### config.mk
export PLATFORM = sky130hd
export DESIGN_NAME = alu_arbiter_flat
export DESIGN_NICKNAME = d
export VERILOG_FILES = /design/src/rtl/alu_arbiter_if.sv /design/src/rtl/alu_arbiter.sv /design/src/flat_wrapper.sv
export SDC_FILE = /design/constraint.sdc
export NUM_CORES = 1
export LEC_CHECK = 0
export BUFFER_PORTS_ARGS = -buffer_cell sky130_fd_sc_hd__clkbuf_2
export CORE_UTILIZATION = 51
export CTS_BUF_LIST = sky130_fd_sc_hd__clkbuf_4
export DETAILED_ROUTE_END_ITERATION = 12
export HOLD_SLACK_MARGIN = 0.1
export PLACE_DENSITY = 0.87
export SETUP_SLACK_MARGIN = 0.15
export SLEW_MARGIN = 20
export SYNTH_ARGS = -nofsm -noshare
export SYNTH_HDL_FRONTEND = slang
export SYNTH_SLANG_ARGS = --single-unit
### constraint.sdc
create_clock -name clk -period 3.8 [get_ports clk]
set_clock_uncertainty 0.2 [all_clocks]
set_input_delay 0.76 -clock clk [delete_from_list [all_inputs] [get_ports clk]]
set_output_delay 0.76 -clock clk [all_outputs]
set_load 0.01 [all_outputs]
### src/rtl/alu_arbiter_if.sv
// Bundle of requester, alu-side and response signals around alu_arbiter.
// The arbiter takes the slave view; the surrounding environment takes the master view.
interface alu_arbiter_if #(parameter int SIZE = 2);
  logic [1:0]        req_valid;
  logic [1:0]        req_ready;
  logic [3:0]        req_command0;
  logic [SIZE-1:0]   req_a0;
  logic [SIZE-1:0]   req_b0;
  logic [3:0]        req_command1;
  logic [SIZE-1:0]   req_a1;
  logic [SIZE-1:0]   req_b1;
  logic              alu_enable;
  logic [3:0]        alu_command;
  logic [SIZE-1:0]   alu_a;
  logic [SIZE-1:0]   alu_b;
  logic              alu_overflow;
  logic [2*SIZE-1:0] alu_result;
  logic              rsp_valid;
  logic              rsp_ready;
  logic              rsp_id;
  logic              rsp_error;
  logic              rsp_overflow;
  logic [2*SIZE-1:0] rsp_result;

  modport slave (
    input  req_valid, req_command0, req_a0, req_b0, req_command1, req_a1, req_b1,
    input  alu_overflow, alu_result, rsp_ready,
    output req_ready, alu_enable, alu_command, alu_a, alu_b,
    output rsp_valid, rsp_id, rsp_error, rsp_overflow, rsp_result
  );

  modport master (
    output req_valid, req_command0, req_a0, req_b0, req_command1, req_a1, req_b1,
    output alu_overflow, alu_result, rsp_ready,
    input  req_ready, alu_enable, alu_command, alu_a, alu_b,
    input  rsp_valid, rsp_id, rsp_error, rsp_overflow, rsp_result
  );
endinterface

### src/rtl/alu_arbiter.sv
// Round-robin arbiter sharing one external combinational alu between two requesters,
// with a single op in flight and a registered response held until consumed.
module alu_arbiter #(
  parameter int SIZE = 2
) (
  input  logic       clk,
  input  logic       reset,
  alu_arbiter_if.slave bus
);

  typedef enum logic [1:0] {IDLE, EXEC, RESP} state_t;

  state_t            state;
  logic              ptr;
  logic [1:0]        grant;
  logic              xfer;
  logic              sel;
  logic [3:0]        cmd_in;
  logic [SIZE-1:0]   a_in;
  logic [SIZE-1:0]   b_in;

  logic [3:0]        cmd_q;
  logic [SIZE-1:0]   a_q;
  logic [SIZE-1:0]   b_q;
  logic              alu_en_q;
  logic              rsp_valid_q;
  logic              rsp_id_q;
  logic              rsp_error_q;
  logic              rsp_overflow_q;
  logic [2*SIZE-1:0] rsp_result_q;

  // The pointer side wins a tie; a lone requester always wins.
  always_comb begin
    // NOTE: default every combinational output first so no path leaves it unassigned (no latch).
    grant = 2'b00;
    if (state == IDLE) begin
      if (&bus.req_valid) grant = ptr ? 2'b10 : 2'b01;
      else                grant = bus.req_valid;
    end
  end

  assign xfer   = |(bus.req_valid & grant);
  assign sel    = grant[1];
  assign cmd_in = sel ? bus.req_command1 : bus.req_command0;
  assign a_in   = sel ? bus.req_a1 : bus.req_a0;
  assign b_in   = sel ? bus.req_b1 : bus.req_b0;

  always_ff @(posedge clk) begin
    // NOTE: reset is synchronous here, so it lives inside the clocked block, not in the sensitivity list.
    if (reset) begin
      state          <= IDLE;
      ptr            <= 1'b0;
      cmd_q          <= '0;
      a_q            <= '0;
      b_q            <= '0;
      alu_en_q       <= 1'b0;
      rsp_valid_q    <= 1'b0;
      rsp_id_q       <= 1'b0;
      rsp_error_q    <= 1'b0;
      rsp_overflow_q <= 1'b0;
      rsp_result_q   <= '0;
    end else begin
      // NOTE: non-blocking assignments so every register samples pre-edge values.
      case (state)
        IDLE: if (xfer) begin
          cmd_q    <= cmd_in;
          a_q      <= a_in;
          b_q      <= b_in;
          rsp_id_q <= sel;
          if (cmd_in >= 4'd12) begin
            // Unimplemented command: skip the alu and answer with an error next cycle.
            rsp_error_q    <= 1'b1;
            rsp_overflow_q <= 1'b0;
            rsp_result_q   <= '0;
            rsp_valid_q    <= 1'b1;
            state          <= RESP;
          end else begin
            alu_en_q <= 1'b1;
            state    <= EXEC;
          end
        end
        EXEC: begin
          alu_en_q       <= 1'b0;
          rsp_result_q   <= bus.alu_result;
          rsp_overflow_q <= bus.alu_overflow;
          rsp_error_q    <= 1'b0;
          rsp_valid_q    <= 1'b1;
          state          <= RESP;
        end
        RESP: if (bus.rsp_ready) begin
          rsp_valid_q <= 1'b0;
          ptr         <= ~rsp_id_q;
          state       <= IDLE;
        end
        default: state <= IDLE;
      endcase
    end
  end

  assign bus.req_ready    = grant;
  assign bus.alu_enable   = alu_en_q;
  assign bus.alu_command  = cmd_q;
  assign bus.alu_a        = a_q;
  assign bus.alu_b        = b_q;
  assign bus.rsp_valid    = rsp_valid_q;
  assign bus.rsp_id       = rsp_id_q;
  assign bus.rsp_error    = rsp_error_q;
  assign bus.rsp_overflow = rsp_overflow_q;
  assign bus.rsp_result   = rsp_result_q;

endmodule

### src/flat_wrapper.sv
// flat-port wrapper written by rule: the top's interface ports become plain ports
module alu_arbiter_flat 
#(
  parameter int SIZE = 2
)
  (clk, reset, bus_req_valid, bus_req_command0, bus_req_a0, bus_req_b0, bus_req_command1, bus_req_a1, bus_req_b1, bus_alu_overflow, bus_alu_result, bus_rsp_ready, bus_req_ready, bus_alu_enable, bus_alu_command, bus_alu_a, bus_alu_b, bus_rsp_valid, bus_rsp_id, bus_rsp_error, bus_rsp_overflow, bus_rsp_result);
  alu_arbiter_if #(.SIZE(SIZE)) bus_i ();
  input  logic clk;
  input  logic reset;
  input wire logic [$bits(bus_i.req_valid)-1:0] bus_req_valid;
  input wire logic [$bits(bus_i.req_command0)-1:0] bus_req_command0;
  input wire logic [$bits(bus_i.req_a0)-1:0] bus_req_a0;
  input wire logic [$bits(bus_i.req_b0)-1:0] bus_req_b0;
  input wire logic [$bits(bus_i.req_command1)-1:0] bus_req_command1;
  input wire logic [$bits(bus_i.req_a1)-1:0] bus_req_a1;
  input wire logic [$bits(bus_i.req_b1)-1:0] bus_req_b1;
  input wire logic [$bits(bus_i.alu_overflow)-1:0] bus_alu_overflow;
  input wire logic [$bits(bus_i.alu_result)-1:0] bus_alu_result;
  input wire logic [$bits(bus_i.rsp_ready)-1:0] bus_rsp_ready;
  output wire logic [$bits(bus_i.req_ready)-1:0] bus_req_ready;
  output wire logic [$bits(bus_i.alu_enable)-1:0] bus_alu_enable;
  output wire logic [$bits(bus_i.alu_command)-1:0] bus_alu_command;
  output wire logic [$bits(bus_i.alu_a)-1:0] bus_alu_a;
  output wire logic [$bits(bus_i.alu_b)-1:0] bus_alu_b;
  output wire logic [$bits(bus_i.rsp_valid)-1:0] bus_rsp_valid;
  output wire logic [$bits(bus_i.rsp_id)-1:0] bus_rsp_id;
  output wire logic [$bits(bus_i.rsp_error)-1:0] bus_rsp_error;
  output wire logic [$bits(bus_i.rsp_overflow)-1:0] bus_rsp_overflow;
  output wire logic [$bits(bus_i.rsp_result)-1:0] bus_rsp_result;
  assign bus_i.req_valid = bus_req_valid;
  assign bus_i.req_command0 = bus_req_command0;
  assign bus_i.req_a0 = bus_req_a0;
  assign bus_i.req_b0 = bus_req_b0;
  assign bus_i.req_command1 = bus_req_command1;
  assign bus_i.req_a1 = bus_req_a1;
  assign bus_i.req_b1 = bus_req_b1;
  assign bus_i.alu_overflow = bus_alu_overflow;
  assign bus_i.alu_result = bus_alu_result;
  assign bus_i.rsp_ready = bus_rsp_ready;
  assign bus_req_ready = bus_i.req_ready;
  assign bus_alu_enable = bus_i.alu_enable;
  assign bus_alu_command = bus_i.alu_command;
  assign bus_alu_a = bus_i.alu_a;
  assign bus_alu_b = bus_i.alu_b;
  assign bus_rsp_valid = bus_i.rsp_valid;
  assign bus_rsp_id = bus_i.rsp_id;
  assign bus_rsp_error = bus_i.rsp_error;
  assign bus_rsp_overflow = bus_i.rsp_overflow;
  assign bus_rsp_result = bus_i.rsp_result;
  alu_arbiter #(.SIZE(SIZE)) u_core (.clk(clk), .reset(reset), .bus(bus_i));
endmodule
# Word level (Yosys, flattened, before mapping)
# Index checks and enable logic that the tools add are counted.
# word_totals
reg_bits	20
latch_bits	0
ramBits	0
romBits	0
inputBits	26
n_memories	0
# op_classes
addsub	0
mul	0
div	0
n_lt_le_gt_ge	1
eq_ne	6
shifts	0
n_mux	24
bitwise_logic	2
n_reduce_logical	11
# ops
cell	n
$mux 2	8
$mux 4	3
$pmux 4 s2	1
$reduce_and 2->1	4
$mux 1	7
$ne 2x2->1 const B	3
$pmux 1 s2	3
$pmux 2 s3	1
$reduce_and 3->1	2
$ge 4x4->1 const B	1
$reduce_and 4->1	1
$pmux 1 s3	1
$reduce_bool 3->1	1
$and 2x2->2	1
$eq 2x1->1 const B	1
$eq 2x2->1 const B	1
$logic_not 2->1	1
$ne 2x1->1 const B	1
$reduce_bool 2->1	1
$reduce_or 2->1	1
$not 1->1	1

# Depth between registers and ports, before layout
# Gate-level depths: netlist (run 1).
# depth
ltp_word	8
mapped_depth	5
mapped_depth_nobuf	4

# Worst setup path after synthesis (run 1)
# No wires, ideal clock.
# synth_path
path_type	input-to-output
from	in bus_req_valid[1]
to	out bus_req_ready[1]
arrival_time_ps	1182
t_required_ps	2840
slack_ps	1658
cell_stages	4
path_buffers	2
cell_sequence	buf_4 -> nand3_2 -> buf_6 -> inv_1
# synth_between
elab_chain_cells	3
# synth_lines
element	line	source
from (decl)	flat_wrapper.sv:10	input wire logic [$bits(bus_i.req_valid)-1:0] bus_req_valid;
$reduce_and 2->1	alu_arbiter.sv:37	if (&bus.req_valid) grant = ptr ? 2'b10 : 2'b01;
$mux 2 *	alu_arbiter.sv:37	
$mux 2 *	alu_arbiter.sv:36	if (state == IDLE) begin
to (decl)	flat_wrapper.sv:20	output wire logic [$bits(bus_i.req_ready)-1:0] bus_req_ready;
# Mark *: on every way between the ends. The rest lies on a longest branch, timed or not.

# Worst setup path after layout (run 1)
# layout_path
from	in bus_req_valid[0]
to	out bus_req_ready[1]
# layout_between
elab_chain_cells	3
# layout_lines
element	line
$reduce_and 2->1	alu_arbiter.sv:37
$mux 2	alu_arbiter.sv:37
$mux 2	alu_arbiter.sv:36
# No other way between the ends.

==> results of run 1 <==
per-layer routing:
| layer | vias to the layer above | share of wire | track usage |
|---|---|---|---|
| li1 | 436 | - | - |
| met1 | 374 | 0.45 | 0.244 |
| met2 | 33 | 0.48 | 0.333 |
| met3 | 4 | 0.058 | 0.0560 |
| met4 | 0 | 0.013 | 0.0788 |
| met5 | - | 0 | 0 |
area by class of cell:
class,instances,area [um^2]
inverter,3,11.3
clock buffer,3,22.5
fill,156,549
multi-input combinational,68,492
sequential,20,400
timing repair buffer,44,220
tap,25,31.3
through the flow:
step	cell area [um^2]	power, mW	hold slack [ns]
after floorplan	948	0.370	0.273
after global placement	1150	0.408	0.244
after detailed placement	1150	0.413	0.246
after CTS	1180	0.507	0.260
after global routing	1180	0.536	0.303
final	1180	0.504	0.260
kinds of logic (layout without fill, tap and decap cells):
logic type      after synthesis  in the layout
simple gates                 35             35
compound gates               25             25
flops                        20             20
mux                           8              8
buf+inv                       8             50
cell usage after synthesis:
| master | count | area, um^2 |
|---|---|---|
| sky130_fd_sc_hd__buf_6 | 3 | 33.8 |
| sky130_fd_sc_hd__o21ai_0 | 2 | 10.0 |
| sky130_fd_sc_hd__nand2b_2 | 1 | 8.76 |
| sky130_fd_sc_hd__mux2i_1 | 8 | 80.1 |
| sky130_fd_sc_hd__nand2_1 | 7 | 26.3 |
| sky130_fd_sc_hd__nand3_2 | 1 | 10.0 |
| sky130_fd_sc_hd__nor3b_1 | 1 | 7.51 |
| sky130_fd_sc_hd__and2b_4 | 1 | 10.0 |
| sky130_fd_sc_hd__nor2_1 | 13 | 48.8 |
| sky130_fd_sc_hd__o21ai_1 | 1 | 5.00 |
| sky130_fd_sc_hd__a32o_1 | 1 | 10.0 |
| sky130_fd_sc_hd__nand4_2 | 1 | 12.5 |
| sky130_fd_sc_hd__and2_2 | 1 | 7.51 |
| sky130_fd_sc_hd__clkbuf_1 | 1 | 3.75 |
| sky130_fd_sc_hd__o211ai_4 | 1 | 21.3 |
| sky130_fd_sc_hd__and3_1 | 1 | 6.26 |
| sky130_fd_sc_hd__nor2_4 | 1 | 11.3 |
| sky130_fd_sc_hd__buf_4 | 1 | 7.51 |
| sky130_fd_sc_hd__o31a_1 | 1 | 8.76 |
| sky130_fd_sc_hd__inv_1 | 3 | 11.3 |
| sky130_fd_sc_hd__and2b_1 | 1 | 7.51 |
| sky130_fd_sc_hd__or2_1 | 1 | 6.26 |
| sky130_fd_sc_hd__and3_2 | 1 | 7.51 |
| sky130_fd_sc_hd__dfxtp_1 | 20 | 400 |
| sky130_fd_sc_hd__nand4_1 | 1 | 6.26 |
| sky130_fd_sc_hd__a21oi_1 | 2 | 10.0 |
| sky130_fd_sc_hd__o21a_1 | 1 | 7.51 |
| sky130_fd_sc_hd__or2b_2 | 1 | 8.76 |
| sky130_fd_sc_hd__o2111a_1 | 1 | 11.3 |
| sky130_fd_sc_hd__a22o_1 | 5 | 43.8 |
| sky130_fd_sc_hd__a211oi_1 | 9 | 67.6 |
| sky130_fd_sc_hd__nor3_1 | 2 | 10.0 |
| sky130_fd_sc_hd__a31oi_4 | 1 | 21.3 |
state kept, by name, indices dropped and copies added (netlist names):
| signal | cells |
|---|---|
| u_core.bus.rsp_id | 1 |
| u_core.bus.rsp_overflow | 1 |
| u_core.bus.rsp_valid | 1 |
| u_core.bus.rsp_error | 1 |
| u_core.bus.alu_b | 2 |
| u_core.ptr | 1 |
| u_core.bus.rsp_result | 4 |
| u_core.state | 2 |
| u_core.bus.alu_command | 4 |
| u_core.bus.alu_enable | 1 |
| u_core.bus.alu_a | 2 |
worst max-delay path, stage by stage:
cell,delay (ns)
sky130_fd_sc_hd__clkbuf_2,0.12
sky130_fd_sc_hd__nand2b_2,0.11
sky130_fd_sc_hd__nand3_2,0.27
sky130_fd_sc_hd__inv_1,0.12
sky130_fd_sc_hd__clkbuf_2,0.14
path summary, 6_finish.rpt:
path / start / to / slack [ns]
max: bus_req_valid[0] / bus_req_ready[1] / 1.31
min: u_core.bus.rsp_valid / u_core.bus.rsp_valid / 0.26
min reg2reg: u_core.bus.rsp_valid / u_core.bus.rsp_valid / 0.26
max reg2reg: u_core.state[0] / u_core.bus.alu_a[0] / 2.01
power by group:
group | leakage [nW] | switching (mW) | internal, mW
Combinational | 0.416 | 0.0864 | 0.0690
Sequential | 0.165 | 0.0165 | 0.236
Clock | 0.0138 | 0.0593 | 0.0369
layout by cell type, fill, tap and decap left out:
cell type                  synthesis  layout
sky130_fd_sc_hd__nand2_1           7       7
sky130_fd_sc_hd__and2b_1           1       1
sky130_fd_sc_hd__nand2b_2          1       1
sky130_fd_sc_hd__and2b_4           1       1
sky130_fd_sc_hd__nand3_2           1       1
sky130_fd_sc_hd__mux2i_1           8       8
sky130_fd_sc_hd__a32o_1            1       1
sky130_fd_sc_hd__o21ai_0           2       2
sky130_fd_sc_hd__inv_1             3       3
sky130_fd_sc_hd__nor3b_1           1       1
sky130_fd_sc_hd__a211oi_1          9       9
sky130_fd_sc_hd__nand4_2           1       1
sky130_fd_sc_hd__a22o_1            5       5
sky130_fd_sc_hd__nand4_1           1       1
sky130_fd_sc_hd__o21a_1            1       1
sky130_fd_sc_hd__a21oi_1           2       2
sky130_fd_sc_hd__nor2_1           13      13
sky130_fd_sc_hd__and3_1            1       1
sky130_fd_sc_hd__clkbuf_2          0      44
sky130_fd_sc_hd__o2111a_1          1       1
sky130_fd_sc_hd__nor3_1            2       2
sky130_fd_sc_hd__clkbuf_4          0       3
sky130_fd_sc_hd__o211ai_4          1       1
sky130_fd_sc_hd__o21ai_1           1       1
sky130_fd_sc_hd__or2b_2            1       1
sky130_fd_sc_hd__and2_2            1       1
sky130_fd_sc_hd__and3_2            1       1
sky130_fd_sc_hd__or2_1             1       1
sky130_fd_sc_hd__o31a_1            1       1
sky130_fd_sc_hd__nor2_4            1       1
sky130_fd_sc_hd__a31oi_4           1       1
sky130_fd_sc_hd__dfxtp_1          20      20
==> impl_metrics.json, run 1 <==
{
  "h-tree-depth": 1,
  "via_count_of_the_first_global_routing_pass": 710,
  "drt.antenna.violating_nets": 0,
  "fmaxAchievable_mhz": 402,
  "placeableCoreArea_mm2": 0.00173,
  "outcome": "complete, no violations",
  "largest_net_degree_at_the_start_of_global_routing": 20,
  "worstMarginPinSlew_ns": 0.627,
  "synthesis.area_um2": 948,
  "leakage_nw": 0.594,
  "slew-limit-headroom": 0.582,
  "cts-buffers-inserted": 3,
  "cts_root_buffer": "sky130_fd_sc_hd__clkbuf_4",
  "global_route.overflow_total": 0,
  "cts_tree": "done",
  "start_util": 0.549,
  "drcViolationCount": 0,
  "critPathArrivalTime_ns": 1.53,
  "die-height_um": 45.1,
  "power_density_mw_per_mm2": 428,
  "synth_xor_area_frac": 0,
  "hold_path_class": "register to register",
  "cp-start-kind": "input pin",
  "syn_inst": 96,
  "synth-simple-area-share": 0.206,
  "worstPathRequired_ns": 2.84,
  "critPathMaxFanout": 10,
  "pin_count": 45,
  "clock_transition_at_the_registers_of_the_reported_paths_ns": 0.10,
  "drive_above_1_share": 0.413,
  "fin_ws_ns": 1.31,
  "clock_tree.buffer_depth": 2,
  "synth_area_per_cell_um2": 9.88,
  "synth_seq_cells": 20,
  "number_of_nets_in_the_synthesized_netlist": 122,
  "timing.final.crit_share": 0.654,
  "yosys.area_share.adder": 0,
  "final_nets": 166,
  "finalHoldViolCount": 0,
  "cts_num_sinks": 20,
  "synthMuxAreaShare": 0.0844,
  "post_cts_resized": 0,
  "setup-violations-final": 0,
  "synthesis.yosys.warnings": 0,
  "cp-end-kind": "primary output",
  "wl_per_cell_um": 12.1,
  "compound_gate_portion_of_the_synthesized_area": 0.228,
  "antenna-diode-count": 0,
  "dr.first_iter.drc_count": 15,
  "layout.core_utilization": 0.682,
  "setup_total_neg_slack_ns": 0,
  "synth_cell_types": 33,
  "width_of_the_die_um": 45.1,
  "detailedPlacementHpwl_um": 1540,
  "place_inst": 160,
  "drt_first_pass_iters": 4,
  "groute.usage.overall": 0.201,
  "dieArea_mm2": 0.00204,
  "insertion_delay_ns": 0.29,
  "cap_violations": 0,
  "peakVddDrop_mv": 0.265,
  "ys_seq_area_frac": 0.422,
  "syn2layout_area_growth_pct": 24.1,
  "timing_worst_setup_path_type": "input pin to primary output",
  "hold_buf_count_cts": 0,
  "detailroute.via_count": 847,
  "reg2regPathDepth": 4,
  "wire_length_of_the_first_global_routing_pass_um": 2950,
  "worst_hold_path.num_cells": 2,
  "final-max-slew-violation-count": 0,
  "rsz0062_at_grt": "no",
  "dp_worst_setup_slack_ns": 1.31,
  "via_density_per_instance": 5.20,
  "finalNonFillerCells": 163,
  "gp_routability_congestion": 0.818,
  "numPortBuffers": 44,
  "cts.repair_timing.setup_buffer_count": 0,
  "rows": 15,
  "antenna_found_initial": 0,
  "timing.final.crit_period_ns": 2.49,
  "postRouteWirelength_um": 1970,
  "combinational_family_with_the_most_area_after_synthesis": "compound AO/OA/AOI/OAI gates"
}
Power figures use the tool's default switching activity.
==> run 2: changes to the inputs <==
--- a/config.mk
+++ b/config.mk
@@ -6,11 +6,11 @@
 export NUM_CORES = 1
 export LEC_CHECK = 0
 export BUFFER_PORTS_ARGS = -buffer_cell sky130_fd_sc_hd__clkbuf_2
-export CORE_UTILIZATION = 51
+export CORE_UTILIZATION = 47
 export CTS_BUF_LIST = sky130_fd_sc_hd__clkbuf_4
 export DETAILED_ROUTE_END_ITERATION = 12
 export HOLD_SLACK_MARGIN = 0.1
-export PLACE_DENSITY = 0.87
+export PLACE_DENSITY = 0.81
 export SETUP_SLACK_MARGIN = 0.15
 export SLEW_MARGIN = 20
 export SYNTH_ARGS = -nofsm -noshare
==> constraint.sdc (replaced) <==
create_clock -name clk -period 2.4 [get_ports clk]
set_clock_uncertainty 0.2 [all_clocks]
set_input_delay 0.48 -clock clk [delete_from_list [all_inputs] [get_ports clk]]
set_output_delay 0.48 -clock clk [all_outputs]
set_load 0.01 [all_outputs]
==> impl_metrics.json, run 2 (synthesis results as in run 1) <==
{
  "dr.first_iter.drc_count": 1,
  "drcViolationCount": 0,
  "post_cts_resized": 0,
  "rows": 15,
  "fmaxAchievable_mhz": 527,
  "worst_hold_path.num_cells": 2,
  "reg2regPathDepth": 4,
  "peakVddDrop_mv": 0.462,
  "cap_violations": 0,
  "timing.reg2reg.setup_slack_ns": 0.61,
  "largest_net_degree_at_the_start_of_global_routing": 20,
  "clock_transition_at_the_registers_of_the_reported_paths_ns": 0.10,
  "syn2layout_area_growth_pct": 25.3,
  "detailedPlacementHpwl_um": 1570,
  "cts_num_sinks": 20,
  "insertion_delay_ns": 0.28,
  "timing_worst_setup_path_type": "register to primary output",
  "place_inst": 161,
  "cts_root_buffer": "sky130_fd_sc_hd__clkbuf_4",
  "rsz0062_at_grt": "no",
  "layout.cell_area.non_filler_mm2": 0.00119,
  "path_cells": "nor2_4 > and3_2 > clkbuf_2",
  "gp_routability_congestion": 0.782,
  "finalHoldViolCount": 0,
  "outcome": "complete, no violations",
  "hold_path_class": "input pin to register",
  "antenna-diode-count": 0,
  "die-height_um": 46.9,
  "groute.usage.overall": 0.185,
  "final_nets": 167,
  "layout_commonest_cell": "sky130_fd_sc_hd__clkbuf_2",
  "leakage_nw": 0.600,
  "critical_r2r_capture": "u_core.bus.rsp_valid",
  "cp-start-kind": "register",
  "critPathArrivalTime_ns": 1.22,
  "worstPathRequired_ns": 1.72,
  "placedInstanceArea_mm2": 0.00116,
  "via_density_per_instance": 5.09,
  "timing.final.crit_share": 0.791,
  "final-max-slew-violation-count": 0,
  "setup-violations-final": 0,
  "h-tree-depth": 1,
  "cts.repair_timing.setup_buffer_count": 0,
  "postRouteWirelength_um": 1980,
  "pin_count": 45,
  "dieArea_mm2": 0.00220,
  "wl_per_cell_um": 12.0,
  "commonest_cells_after_routing_fill_and_taps_aside": "sky130_fd_sc_hd__clkbuf_2 (44), sky130_fd_sc_hd__dfxtp_1 (20), sky130_fd_sc_hd__nor2_1 (13), sky130_fd_sc_hd__a211oi_1 (9), sky130_fd_sc_hd__mux2i_1 (8)",
  "clock_tree.buffer_depth": 2,
  "placeableCoreArea_mm2": 0.00180,
  "cts_tree": "done",
  "antenna_found_initial": 0,
  "critical_path.n_buffers_inverters": 1,
  "slowest_stage": "sky130_fd_sc_hd__dfxtp_1",
  "cp-end-kind": "primary output",
  "critPathMaxStageDelay_ns": 0.38,
  "critPathMaxFanout": 6,
  "cp-endpoint": "bus_req_ready[0]",
  "worstSetupStartpoint": "u_core.state[0]",
  "r2r-start": "u_core.state[0]",
  "via_count_of_the_first_global_routing_pass": 727,
  "setup_total_neg_slack_ns": 0,
  "finalNonFillerCells": 165,
  "path_delay_family": "simple AND/OR/NAND/NOR gates",
  "wire_length_of_the_first_global_routing_pass_um": 2950,
  "start_util": 0.526,
  "detailroute.via_count": 840,
  "global_route.overflow_total": 0,
  "width_of_the_die_um": 46.9,
  "path_depth": 3,
  "numPortBuffers": 44,
  "power_density_mw_per_mm2": 676,
  "slew-limit-headroom": 0.586,
  "worstMarginPinSlew_ns": 0.620,
  "drive_above_1_share": 0.414,
  "timing.final.crit_period_ns": 1.90,
  "hold_buf_count_cts": 0,
  "cts-buffers-inserted": 3,
  "drt_first_pass_iters": 3,
  "drt.antenna.violating_nets": 0
}
## run 2: final cells by class
cell class                      instances  area (um^2)
Timing Repair Buffer                   45          228
Clock buffer                            3         22.5
Multi-Input combinational cell         68          492
Tap cell                               25         31.3
Clock inverter                          1         3.75
Inverter                                3         11.3
Sequential cell                        20          400
Fill cell                             167          613
## run 2: where the power goes
group	switching (mW)	leakage (nW)	internal, mW	total [mW]
Sequential	0.0276	0.165	0.374	0.402
Combinational	0.137	0.420	0.111	0.248
Clock	0.0939	0.0154	0.0603	0.154
Total	0.258	0.600	0.546	0.804
## run 2: metal layers
layer,part of all wire,GRT usage,vias to the layer above
li1,-,-,436
met1,0.46,0.243,373
met2,0.47,0.308,27
met3,0.054,0.0269,4
met4,0.015,0.0686,0
met5,0,0,-
## run 2: worst reg2reg max path, stage by stage, from the launching register on
cell and delay (ns):
sky130_fd_sc_hd__dfxtp_1 0.38, sky130_fd_sc_hd__nor2_4 0.22, sky130_fd_sc_hd__o21a_1 0.56, sky130_fd_sc_hd__o2111a_1 0.25
sky130_fd_sc_hd__o21ai_1 0.07
## run 2: worst min-delay path by stage
stage	start	end
finish	bus_alu_result[2]	u_core.bus.rsp_result[2]
global route	bus_alu_result[1]	u_core.bus.rsp_result[1]
CTS	bus_alu_result[1]	u_core.bus.rsp_result[1]
detailed placement	u_core.bus.rsp_error	u_core.bus.rsp_error
global placement	u_core.bus.rsp_valid	u_core.bus.rsp_valid
floorplan	u_core.bus.rsp_valid	u_core.bus.rsp_valid
## run 2: stage by stage
| stage | worst slack (ns) | power, mW | hold WS [ns] | util |
|---|---|---|---|---|
| 3_5_place_dp | 0.549 | 0.659 | 0.253 | 0.645 |
| 4_1_cts | 0.500 | 0.811 | 0.197 | 0.660 |
| 6_report | 0.502 | 0.804 | 0.200 | 0.660 |
| 2_1_floorplan | 0.799 | 0.585 | 0.273 | - |
| 3_3_place_gp | 0.613 | 0.650 | 0.247 | 0.645 |
| 5_1_grt | 0.428 | 0.863 | 0.171 | 0.660 |
==> run 3: changes to the inputs <==
==> constraint.sdc (replaced) <==
create_clock -name clk -period 1.85 [get_ports clk]
set_clock_uncertainty 0.2 [all_clocks]
set_input_delay 0.37 -clock clk [delete_from_list [all_inputs] [get_ports clk]]
set_output_delay 0.37 -clock clk [all_outputs]
set_load 0.01 [all_outputs]
==> impl_metrics.json, run 3 (synthesis results as in run 1) <==
{
  "timing.final.crit_share": 0.969,
  "timing.final.crit_period_ns": 1.79,
  "r2r-start": "u_core.state[1]",
  "start_util": 0.526,
  "leakage_nw": 0.673,
  "gp_routability_congestion": 0.772,
  "antenna-diode-count": 0,
  "cp-end-kind": "primary output",
  "power_density_mw_per_mm2": 942,
  "detailroute.via_count": 910,
  "placeableCoreArea_mm2": 0.00180,
  "drive_above_1_share": 0.461,
  "layout.filler_cells": 144,
  "layout.core_utilization": 0.753,
  "final_nets": 179,
  "die-height_um": 46.9,
  "setup-violations-final": 0,
  "setup_total_neg_slack_ns": 0,
  "fin_ws_ns": 0.0573,
  "peakVddDrop_mv": 0.786,
  "critical_r2r_capture": "u_core.bus.alu_command[2]",
  "wirelength_met1_um": 1020,
  "wl_met2_um": 1250,
  "global_route.overflow_total": 0,
  "rows": 15,
  "critPathArrivalTime_ns": 1.22,
  "clock_tree.buffer_depth": 2,
  "cts_num_sinks": 20,
  "dr_wl_met3_um": 114,
  "clock_transition_at_the_registers_of_the_reported_paths_ns": 0.12,
  "cts_tree": "done",
  "placedInstanceArea_mm2": 0.00117,
  "cts_root_buffer": "sky130_fd_sc_hd__clkbuf_4",
  "timing_worst_setup_path_type": "register to primary output",
  "via_density_per_instance": 5.14,
  "commonest_cells_after_routing_fill_and_taps_aside": "sky130_fd_sc_hd__clkbuf_2 (42), sky130_fd_sc_hd__dfxtp_1 (18), sky130_fd_sc_hd__nor2_1 (13), sky130_fd_sc_hd__a211oi_1 (9), sky130_fd_sc_hd__mux2i_1 (8)",
  "postRouteWirelength_um": 2410,
  "syn2layout_area_growth_pct": 43.1,
  "drt.antenna.violating_nets": 0,
  "drcViolationCount": 0,
  "via_count_of_the_first_global_routing_pass": 849,
  "worst_slack_on_hold_paths_ns": 0.162,
  "layout.cell_area.non_filler_mm2": 0.00136,
  "min-delay-start": "bus_req_command1[0]",
  "worstPathRequired_ns": 1.28,
  "worstMarginPinSlew_ns": 0.344,
  "highest_metal_layer_with_signal_wires": "met4",
  "dp_worst_setup_slack_ns": 0.132,
  "outcome": "complete, no violations",
  "reg2regPathDepth": 7,
  "finalHoldViolCount": 0,
  "width_of_the_die_um": 46.9,
  "layout_commonest_cell": "sky130_fd_sc_hd__clkbuf_2",
  "slew-limit-headroom": 0.771,
  "pin_count": 45,
  "cts-buffers-inserted": 3,
  "dieArea_mm2": 0.00220,
  "timing.reg2reg.setup_slack_ns": 0.19,
  "worstSetupStartpoint": "u_core.state[1]",
  "h-tree-depth": 1,
  "antenna_found_initial": 0,
  "dr.first_iter.drc_count": 13,
  "drt_first_pass_iters": 4,
  "critPathMaxFanout": 5,
  "numPortBuffers": 44,
  "hold_path_class": "input pin to register",
  "cp-start-kind": "register",
  "fmaxAchievable_mhz": 558,
  "wl_per_cell_um": 13.6,
  "insertion_delay_ns": 0.31,
  "largest_net_degree_at_the_start_of_global_routing": 20,
  "worst_hold_path.num_cells": 3,
  "groute.usage.overall": 0.227,
  "final-max-slew-violation-count": 0,
  "rsz0062_at_grt": "yes",
  "worstHoldEndpoint": "u_core.bus.alu_command[0]",
  "cap_violations": 0,
  "wire_length_of_the_first_global_routing_pass_um": 3480
}
-- run 3: cell count changes in the layout (fill, tap and decap cells not counted), sizes merged --
| cell | before | now |
|---|---|---|
| clkbuf | 47 | 45 |
| dlygate4sd3 | 0 | 5 |
| clkinv | 1 | 0 |
| buf | 1 | 10 |
| bufinv | 0 | 1 |
-- run 3: worst max-delay path, cell delays in order (launching register included) --
cell,delay [ns]
sky130_fd_sc_hd__dfxtp_4,0.38
sky130_fd_sc_hd__nor2_4,0.12
sky130_fd_sc_hd__buf_6,0.13
sky130_fd_sc_hd__and3_4,0.18
sky130_fd_sc_hd__buf_6,0.09
-- run 3: cell type report --
class | count | area [um^2] | area share
flip-flops and latches | 20 | 408 | 0.300
clock inverters | 1 | 30.0 | 0.0221
repair buffers | 57 | 350 | 0.258
multi-input cells | 68 | 504 | 0.371
well taps | 25 | 31.3 | 0.0230
clock buffers | 3 | 22.5 | 0.0166
inverters | 3 | 11.3 | 0.00829
-- run 3: repair_timing --
item                       in CTS  in global routing
hold buffers                    5                  0
setup endpoints to repair       2                 11
hold endpoints to repair        5                  0
gates resized for setup         5                  9
pin swaps                       0                  2
setup buffers                   2                  4
-- run 3: metrics by stage --
stage,power (mW),instances
2_1_floorplan,0.759,96
3_3_place_gp,0.851,162
3_5_place_dp,0.862,162
4_1_cts,1.25,173
5_1_grt,1.35,177
6_report,1.28,177
-- run 3: worst max-delay path by stage --
stage                                end  slack, ns  cells after the start
floorplan           u_core.bus.rsp_error       0.36                      5
global placement    u_core.bus.rsp_valid       0.18                      4
detailed placement  u_core.bus.rsp_valid       0.13                      4
CTS                     bus_req_ready[0]       0.06                      4
global route            bus_req_ready[0]       0.02                      4
finish                  bus_req_ready[0]       0.06                      4
-- run 3: report_power, final --
| group | leakage, nW | switching [mW] | internal, mW |
|---|---|---|---|
| Sequential | 0.166 | 0.0348 | 0.487 |
| Clock | 0.0279 | 0.142 | 0.219 |
| Combinational | 0.479 | 0.201 | 0.196 |
-- run 3: per-layer routing --
| metal | GRT usage | up-vias |
|---|---|---|
| li1 | - | 461 |
| met1 | 0.257 | 415 |
| met2 | 0.411 | 30 |
| met3 | 0.0500 | 4 |
| met4 | 0.0914 | 0 |
| met5 | 0 | - |
